**config.mk**
```make
export PLATFORM = sky130hd
export DESIGN_NAME = seg7_scan_ctrl
export DESIGN_NICKNAME = d
export VERILOG_FILES = /design/src/rtl/seg7_scan_ctrl.sv
export SDC_FILE = /design/constraint.sdc
export NUM_CORES = 1
export LEC_CHECK = 0
export CAP_MARGIN = 20
export CORE_AREA = 10 10 82 119
export CTS_BUF_LIST = sky130_fd_sc_hd__clkbuf_8
export CTS_CLUSTER_SIZE = 16
export DETAILED_ROUTE_END_ITERATION = 8
export DIE_AREA = 0 0 92 129
export GPL_ROUTABILITY_DRIVEN = 0
export SYNTH_ARGS = -nofsm -noshare
export SYNTH_HDL_FRONTEND = slang
export SYNTH_SLANG_ARGS = --single-unit
```
**constraint.sdc**
```tcl
create_clock -name clk -period 6.05 [get_ports clk]
set_input_delay 1.5125 -clock clk [delete_from_list [all_inputs] [get_ports clk]]
set_output_delay 1.5125 -clock clk [all_outputs]
set_load 0.01 [all_outputs]
```
**src/rtl/seg7_scan_ctrl.sv**
```systemverilog
// Multiplexed 7-segment scan controller: one-hot digit select with blanking
// guard, double-buffered BCD digits and leading-zero suppression.
module seg7_scan_ctrl #(
    parameter int NUM_DIGITS   = 4,
    parameter int SCAN_DIV     = 10_000,
    parameter int BLANK_CYCLES = 50
) (
    input  logic                    clk,
    input  logic                    reset,
    input  logic                    enable,
    input  logic                    lz_blank_en,
    input  logic                    load_valid,
    output logic                    load_ready,
    input  logic [4*NUM_DIGITS-1:0] load_digits,
    input  logic [NUM_DIGITS-1:0]   load_dp,
    output logic [3:0]              seg_digit,
    output logic                    seg_blank,
    output logic                    dp_out,
    output logic [NUM_DIGITS-1:0]   digit_sel,
    output logic                    frame_done
);

    localparam int PW   = $clog2(NUM_DIGITS);
    localparam int CMAX = (SCAN_DIV > BLANK_CYCLES) ? SCAN_DIV : BLANK_CYCLES;
    localparam int CW   = $clog2(CMAX + 1);

    localparam logic [CW-1:0] SCAN_LAST  = CW'(SCAN_DIV - 1);
    localparam logic [CW-1:0] BLANK_LAST = CW'(BLANK_CYCLES - 1);
    localparam logic [PW-1:0] PTR_LAST   = PW'(NUM_DIGITS - 1);

    typedef enum logic [1:0] {
        IDLE,
        BLANK,
        DRIVE
    } state_t;

    state_t state, state_n;
    logic [PW-1:0] ptr, ptr_n;
    logic [CW-1:0] cnt, cnt_n;

    logic [NUM_DIGITS-1:0][3:0] active, active_n;
    logic [NUM_DIGITS-1:0][3:0] shadow, shadow_n;
    logic [NUM_DIGITS-1:0]      active_dp, active_dp_n;
    logic [NUM_DIGITS-1:0]      shadow_dp, shadow_dp_n;
    logic                       pending, pending_n;

    logic                  frame_start;
    logic                  accept;
    logic [NUM_DIGITS-1:0] lz_n;
    logic                  zero_above;

    logic [NUM_DIGITS-1:0] sel_n;
    logic [3:0]            digit_n;
    logic                  blank_n;
    logic                  dp_n;
    logic                  done_n;

    // frame_start marks an entry into BLANK(0), where the shadow is promoted
    always_comb begin
        state_n     = state;
        ptr_n       = ptr;
        cnt_n       = cnt;
        frame_start = 1'b0;
        if (!enable) begin
            state_n = IDLE;
            ptr_n   = '0;
            cnt_n   = '0;
        end else begin
            unique case (state)
                IDLE: begin
                    state_n     = BLANK;
                    ptr_n       = '0;
                    cnt_n       = '0;
                    frame_start = 1'b1;
                end
                BLANK: begin
                    if (cnt == BLANK_LAST) begin
                        state_n = DRIVE;
                        cnt_n   = '0;
                    end else begin
                        cnt_n = cnt + 1'b1;
                    end
                end
                DRIVE: begin
                    if (cnt == SCAN_LAST) begin
                        state_n = BLANK;
                        cnt_n   = '0;
                        if (ptr == PTR_LAST) begin
                            ptr_n       = '0;
                            frame_start = 1'b1;
                        end else begin
                            ptr_n = ptr + 1'b1;
                        end
                    end else begin
                        cnt_n = cnt + 1'b1;
                    end
                end
                default: begin
                    state_n = IDLE;
                    ptr_n   = '0;
                    cnt_n   = '0;
                end
            endcase
        end
    end

    // Copy and accept are mutually exclusive: accept needs pending=0
    always_comb begin
        active_n    = active;
        active_dp_n = active_dp;
        shadow_n    = shadow;
        shadow_dp_n = shadow_dp;
        pending_n   = pending;
        accept      = load_valid && !pending;
        if (frame_start && pending) begin
            active_n    = shadow;
            active_dp_n = shadow_dp;
            pending_n   = 1'b0;
        end
        if (accept) begin
            shadow_n    = load_digits;
            shadow_dp_n = load_dp;
            pending_n   = 1'b1;
        end
    end

    always_comb begin
        zero_above = 1'b1;
        lz_n       = '0;
        for (int i = NUM_DIGITS - 1; i >= 0; i--) begin
            zero_above = zero_above && (active_n[i] == 4'd0);
            lz_n[i]    = lz_blank_en && (i != 0) && zero_above;
        end
    end

    always_comb begin
        sel_n   = '0;
        digit_n = 4'd0;
        blank_n = 1'b1;
        dp_n    = 1'b0;
        done_n  = 1'b0;
        if (state_n == DRIVE) begin
            sel_n   = NUM_DIGITS'(1) << ptr_n;
            digit_n = active_n[ptr_n];
            dp_n    = active_dp_n[ptr_n];
            blank_n = lz_n[ptr_n];
            done_n  = (ptr_n == PTR_LAST) && (cnt_n == SCAN_LAST);
        end
    end

    always_ff @(posedge clk) begin
        if (reset) begin
            state      <= IDLE;
            ptr        <= '0;
            cnt        <= '0;
            active     <= '0;
            active_dp  <= '0;
            shadow     <= '0;
            shadow_dp  <= '0;
            pending    <= 1'b0;
            load_ready <= 1'b1;
            digit_sel  <= '0;
            seg_digit  <= 4'd0;
            seg_blank  <= 1'b1;
            dp_out     <= 1'b0;
            frame_done <= 1'b0;
        end else begin
            state      <= state_n;
            ptr        <= ptr_n;
            cnt        <= cnt_n;
            active     <= active_n;
            active_dp  <= active_dp_n;
            shadow     <= shadow_n;
            shadow_dp  <= shadow_dp_n;
            pending    <= pending_n;
            load_ready <= !pending_n;
            digit_sel  <= sel_n;
            seg_digit  <= digit_n;
            seg_blank  <= blank_n;
            dp_out     <= dp_n;
            frame_done <= done_n;
        end
    end

endmodule
```
==> flow_summary.yaml, run 1 <==
worst_hold_path:
  min_delay_path_depth: 2
  hold_end: "shadow_dp[0]"
  min-delay-start: "shadow_dp[0]"
  hp-class: "reg -> reg"
clock_network:
  htree_levels: 3
  insertion_delay_ns: 0.36
  clk_path_buf_depth: 2
  cts.reportedPaths.clkPinSlew_ns: 0.07
  holdBufCountCts: 0
  numCtsBuffers: 9
  cts_sinks: 71
  post_cts_resize_count: 0
  clockRootBuffer: "clkbuf_8"
  cts_setup_buffers: 0
  cts_tree: "built"
routing:
  wirelength_mm: 7.560
  drt_iter0_drc: 123
  dr_total_vias: 2744
  postRouteAntennaNets: 0
  firstDrtPassIters: 4
  drc_errors: 0
  viasPerCell: 5.237
  wl_per_cell_um: 14.43
yosys:
  synth_cells: 390
  avgSynthCellArea_sq_um: 8.252
  synth.top_cell.area_share_pct: 44.17
  yosys.area_share.adder_pct: 2.722
  yosysSeqAreaShare_pct: 44.17
  synth_compound_area_share_pct: 18.23
  synth-warning-count: 0
  synth_mux_area_share_pct: 0.9331
  synth_top_family_by_area: "simple AND/OR/NAND/NOR gates"
  netlist-cell-type-count: 50
  yosysTopAreaCell: "dfxtp_1"
  synth_nets: 422
  async_flop_share_pct: 0
  ys.flop_type: "dfxtp_1"
  synth_area_leaders: "dfxtp_1, nand2_1, a21oi_1"
  synth_edf_count: 0
  synth_xor_area_share_pct: 3.538
  synth-simple-area-share_pct: 26.71
  synthesis.area_sq_mm: 0.003218
  ys_ff_latch: 71
worst_setup_path:
  crit_fanout: 23
  critPathRequiredTime_ns: 6.34
  arrival_ns: 3.84
  reg2reg_depth: 8
  timing.rr.end: "seg_digit[2]"
  rr_startpoint: "cnt[0]"
  crit_path_end_kind: "flop"
  start_kind: "primary input"
  path_class: "in -> reg"
  ff2ff_setup_slack_ns: 3.48
sta:
  skew_ns: 0.008520
  setup_ws_ns: 2.497
  setup_violations: 0
  max_freq_mhz: 281.4
  hold_viol: 0
  maxSlewViolCount: 0
  holdWs_ns: 0.4636
  tightestPinTransition_ns: 0.8804
  rsz0062_at_grt: "no"
  period_share_pct: 58.73
  relSlewSlack_pct: 41.30
  tns_ns: 0
  fin_crit_ns: 3.553
pwr:
  ir_drop_mv: 0.1874
  p_per_area_mw_per_mm2: 253.3
  p_leak_nw: 1.319
  p_total_mw: 0.9722
floorplan:
  die_width_um: 92
  die_h_um: 129
  initial_utilization_pct: 42.27
  io_pins: 37
  die_area_sq_mm: 0.01187
  coreArea_sq_mm: 0.007612
  rows: 39
final_layout:
  antenna_cells: 0
  fin_nets: 449
  area_delta_synth_final_pct: 19.28
  final_cell_area_sq_mm: 0.003839
  drive_above_1_share_pct: 8.057
placement:
  port_buffers: 36
  post_dp_cell_area_sq_mm: 0.003617
  dpl_worst_slack_ns: 2.123
  hpwl_mm: 5.499
grt:
  antenna_found_initial: 0
  grt_pass1_vias: 2775
  met1_usage_pct: 14.08
  grt_pass1_wl_mm: 12.92
  grt_start_max_net_pins: 48
  grt-busiest-layer: "met2"
  use_met2_pct: 23.42
  grt_usage_pct: 13.29
  use_met3_pct: 3.842
  gr-total-overflow: 0
flow_run:
  cap_violations: 0
run_status:
  status: "completed"
metal layers:
metal / vias up / routed length, um
li1: 1413 / -
met1: 1260 / 3219
met2: 54 / 3853
met3: 17 / 290
met4: 0 / 196
met5: - / 0
layout make-up:
| class | count | area, sq um |
|---|---|---|
| well taps | 102 | 127.6 |
| clock inverters | 6 | 83.83 |
| inverters | 4 | 15.01 |
| fillers | 806 | 3774 |
| repair buffers | 38 | 375.4 |
| multi-input cells | 293 | 1678 |
| flip-flops and latches | 71 | 1421 |
| clock buffers | 10 | 137.6 |
cell usage after synthesis (2+ instances only):
cell and number:
nand2_1 90, dfxtp_1 71, a21oi_1 67, nor2_1 36
clkbuf_1 13, nor4_1 8, ha_1 7, nand3_1 7
xnor2_1 7, nand4_1 6, xor2_1 6, buf_2 5
inv_1 4, o21ai_1 4, o22ai_1 4, and3_1 3
mux2i_1 3, nand2b_1 3, nor3b_1 3, a211oi_2 2
a21boi_1 2, a41o_1 2, and2_1 2, and4_1 2
buf_1 2, buf_6 2, nand2_2 2, nand4_2 2
nor3_1 2, o41ai_1 2, or3_1 2
power breakdown:
| part | internal [mW] | switching (mW) | total (mW) |
|---|---|---|---|
| logic | 0.0287 | 0.0348 | 0.0635 |
| clock network | 0.242 | 0.180 | 0.422 |
| registers | 0.479 | 0.00823 | 0.487 |
| total | 0.749 | 0.223 | 0.972 |
stage by stage:
step / util, % / instances
final: 50.43 / 524
after global placement: 47.52 / 508
after CTS: 50.43 / 524
after global routing: 50.43 / 524
after detailed placement: 47.52 / 508
after floorplan: - / 390
kinds of logic (layout without fill, tap and decap cells):
family                   Yosys count  after routing
AND/OR/NAND/NOR                  177            177
AO/OA/AOI/OAI                     93             93
flip-flops                        71             71
buffers and inverters             26             58
XOR/XNOR                          13             13
adder cells (fa/ha/maj)            7              7
multiplexers                       3              3
critical path, stage by stage:
cell and delay [ns]:
clkdlybuf4s50_1 0.76, nand4_1 0.21, o21ai_2 0.72, nand2_1 0.17
a21oi_1 0.18, o21ai_1 0.11, a21boi_1 0.16
cell usage in the layout (no fill, tap or decap), types with 4 or more instances in the layout:
master	instances
ha_1	7
nor4_1	8
xor2_1	6
nand3_1	7
nor2_1	36
dfxtp_1	71
o22ai_1	4
a21oi_1	67
clkdlybuf4s50_1	36
inv_1	4
nand4_1	6
o21ai_1	4
clkbuf_8	10
nand2_1	90
xnor2_1	7
how the worst max path moves through the flow:
stage / startpoint / depth (start not counted) / endpoint
finish: enable / 7 / seg_digit[2]
global route: enable / 7 / seg_digit[2]
CTS: enable / 7 / dp_out
detailed placement: enable / 7 / dp_out
global placement: enable / 7 / seg_digit[2]
floorplan: enable / 8 / seg_blank
flip-flops by register name, indices dropped and copies added (netlist names), 2 cells and up:
signal     flops
shadow_dp      4
shadow        16
state          2
active_dp      4
digit_sel      4
active        16
seg_digit      4
ptr            2
cnt           14
Note: power is estimated with default switching activity, not from simulation.
==> run 2: changes to the inputs <==
==> constraint.sdc (replaced) <==
create_clock -name clk -period 3.28 [get_ports clk]
set_input_delay 0.82 -clock clk [delete_from_list [all_inputs] [get_ports clk]]
set_output_delay 0.82 -clock clk [all_outputs]
set_load 0.01 [all_outputs]
==> flow_summary.yaml, run 2 (same netlist as run 1, synthesis figures left out) <==
floorplan:
  initial_utilization_pct: 42.27
  die_width_um: 92
  die_area_sq_mm: 0.01187
  coreArea_sq_mm: 0.007612
  rows: 39
  io_pins: 37
  die_h_um: 129
pwr:
  ir_drop_mv: 0.3125
  p_leak_nw: 1.344
  p_per_area_mw_per_mm2: 475.9
  p_total_mw: 1.848
routing:
  dr.max_layer_used: "met4"
  wirelength_mm: 7.428
  firstDrtPassIters: 4
  drc_errors: 0
  met1_length_mm: 3.171
  postRouteAntennaNets: 0
  drt_iter0_drc: 88
  viasPerCell: 5.154
  met2_length_mm: 3.736
  dr_total_vias: 2716
  dr_wl_met3_um: 321
  wl_per_cell_um: 14.09
grt:
  grt_pass1_wl_mm: 12.63
  grt_start_max_net_pins: 46
  gr-total-overflow: 0
  grt_pass1_vias: 2621
  antenna_found_initial: 0
  grt_usage_pct: 13.07
clock_network:
  cts_sinks: 71
  htree_levels: 3
  cts_tree: "built"
  numCtsBuffers: 9
  cts_setup_buffers: 0
  cts.reportedPaths.clkPinSlew_ns: 0.08
  post_cts_resize_count: 0
  holdBufCountCts: 0
  clockRootBuffer: "clkbuf_8"
  insertion_delay_ns: 0.36
  clk_path_buf_depth: 2
final_layout:
  utilization_pct: 51.00
  fill_cells: 793
  drive_above_1_share_pct: 8.471
  antenna_cells: 0
  mostFrequentLayoutCell: "nand2_1"
  multiInputGateArea_sq_mm: 0.001678
  top_regs: "active x16, shadow x16, cnt x14"
  area_delta_synth_final_pct: 20.65
  final_cell_mix: "nand2_1, dfxtp_1, a21oi_1"
  fin_nets: 452
  seq_area_sq_mm: 0.001421
worst_setup_path:
  slowest_stage: "dfxtp_1"
  arrival_ns: 2.77
  critPathRequiredTime_ns: 3.58
  crit_path_cell_trace: "ha_1, and3_4, and4_1, mux2i_1, a41oi_4, nor4_1, o2111ai_1, nand2_1"
  start_kind: "flop"
  path_class: "reg -> reg"
  crit_path_end_kind: "flop"
  slowest_delay_ns: 0.44
  crit_fanout: 8
placement:
  port_buffers: 36
  hpwl_mm: 5.513
  dpl_worst_slack_ns: 0.5749
sta:
  maxSlewViolCount: 0
  max_freq_mhz: 405.7
  fin_crit_ns: 2.465
  period_share_pct: 75.16
  tightestPinTransition_ns: 0.6994
  setup_violations: 0
  relSlewSlack_pct: 53.37
  setup_ws_ns: 0.8149
  skew_ns: 0.01034
  holdWs_ns: 0.4568
  rsz0062_at_grt: "no"
  tns_ns: 0
  hold_viol: 0
worst_hold_path:
  hp-class: "reg -> reg"
flow_run:
  cap_violations: 0
run_status:
  status: "completed"
-- run 2: cell count changes in the layout (fill, tap and decap cells not counted), sizes merged --
| cell | change |
|---|---|
| buf | +3 |
| clkbuf | +3 |
| clkinv | -4 |
| inv | +1 |
-- run 2: final timing paths --
| path | from | to | slack, ns | cells after the start |
|---|---|---|---|---|
| min reg2reg | shadow_dp[1] | shadow_dp[1] | 0.46 | 2 |
| max reg2reg | cnt[0] | seg_blank | 0.81 | 8 |
| max | cnt[0] | seg_blank | 0.81 | 8 |
| min | shadow_dp[1] | shadow_dp[1] | 0.46 | 2 |
-- run 2: worst max-delay path: cells and delay by family, from the launching register on --
| kind | cells | cell delay [ns] |
|---|---|---|
| and+or+nand+nor | 4 | 1.09 |
| DFF | 1 | 0.44 |
| muxes | 1 | 0.37 |
| AOI/OAI and AO/OA | 2 | 0.27 |
| adders and majority gates | 1 | 0.24 |
-- run 2: final cells by class --
| class | instances | area share, % |
|---|---|---|
| clock buffers | 13 | 4.608 |
| well taps | 102 | 3.287 |
| multi-input cells | 293 | 43.22 |
| repair buffers | 41 | 10.25 |
| flip-flops and latches | 71 | 36.61 |
| clock inverters | 3 | 1.644 |
| inverters | 4 | 0.3867 |
-- run 2: where the power goes --
part,switching [mW],leakage [nW],internal [mW]
logic,0.0657,0.641,0.0554
registers,0.0142,0.576,0.883
clock network,0.320,0.127,0.509
-- run 2: stage by stage --
| step | area [sq um] | instances |
|---|---|---|
| after CTS | 3882 | 527 |
| after detailed placement | 3640 | 511 |
| after floorplan | 3218 | 390 |
| after global placement | 3640 | 511 |
| final | 3882 | 527 |
| after global routing | 3882 | 527 |
-- run 2: metal layers --
layer	global-route usage (%)	vias up
li1	-	1406
met3	4.540	18
met2	22.50	50
met5	0	-
met4	6.284	0
met1	13.96	1242
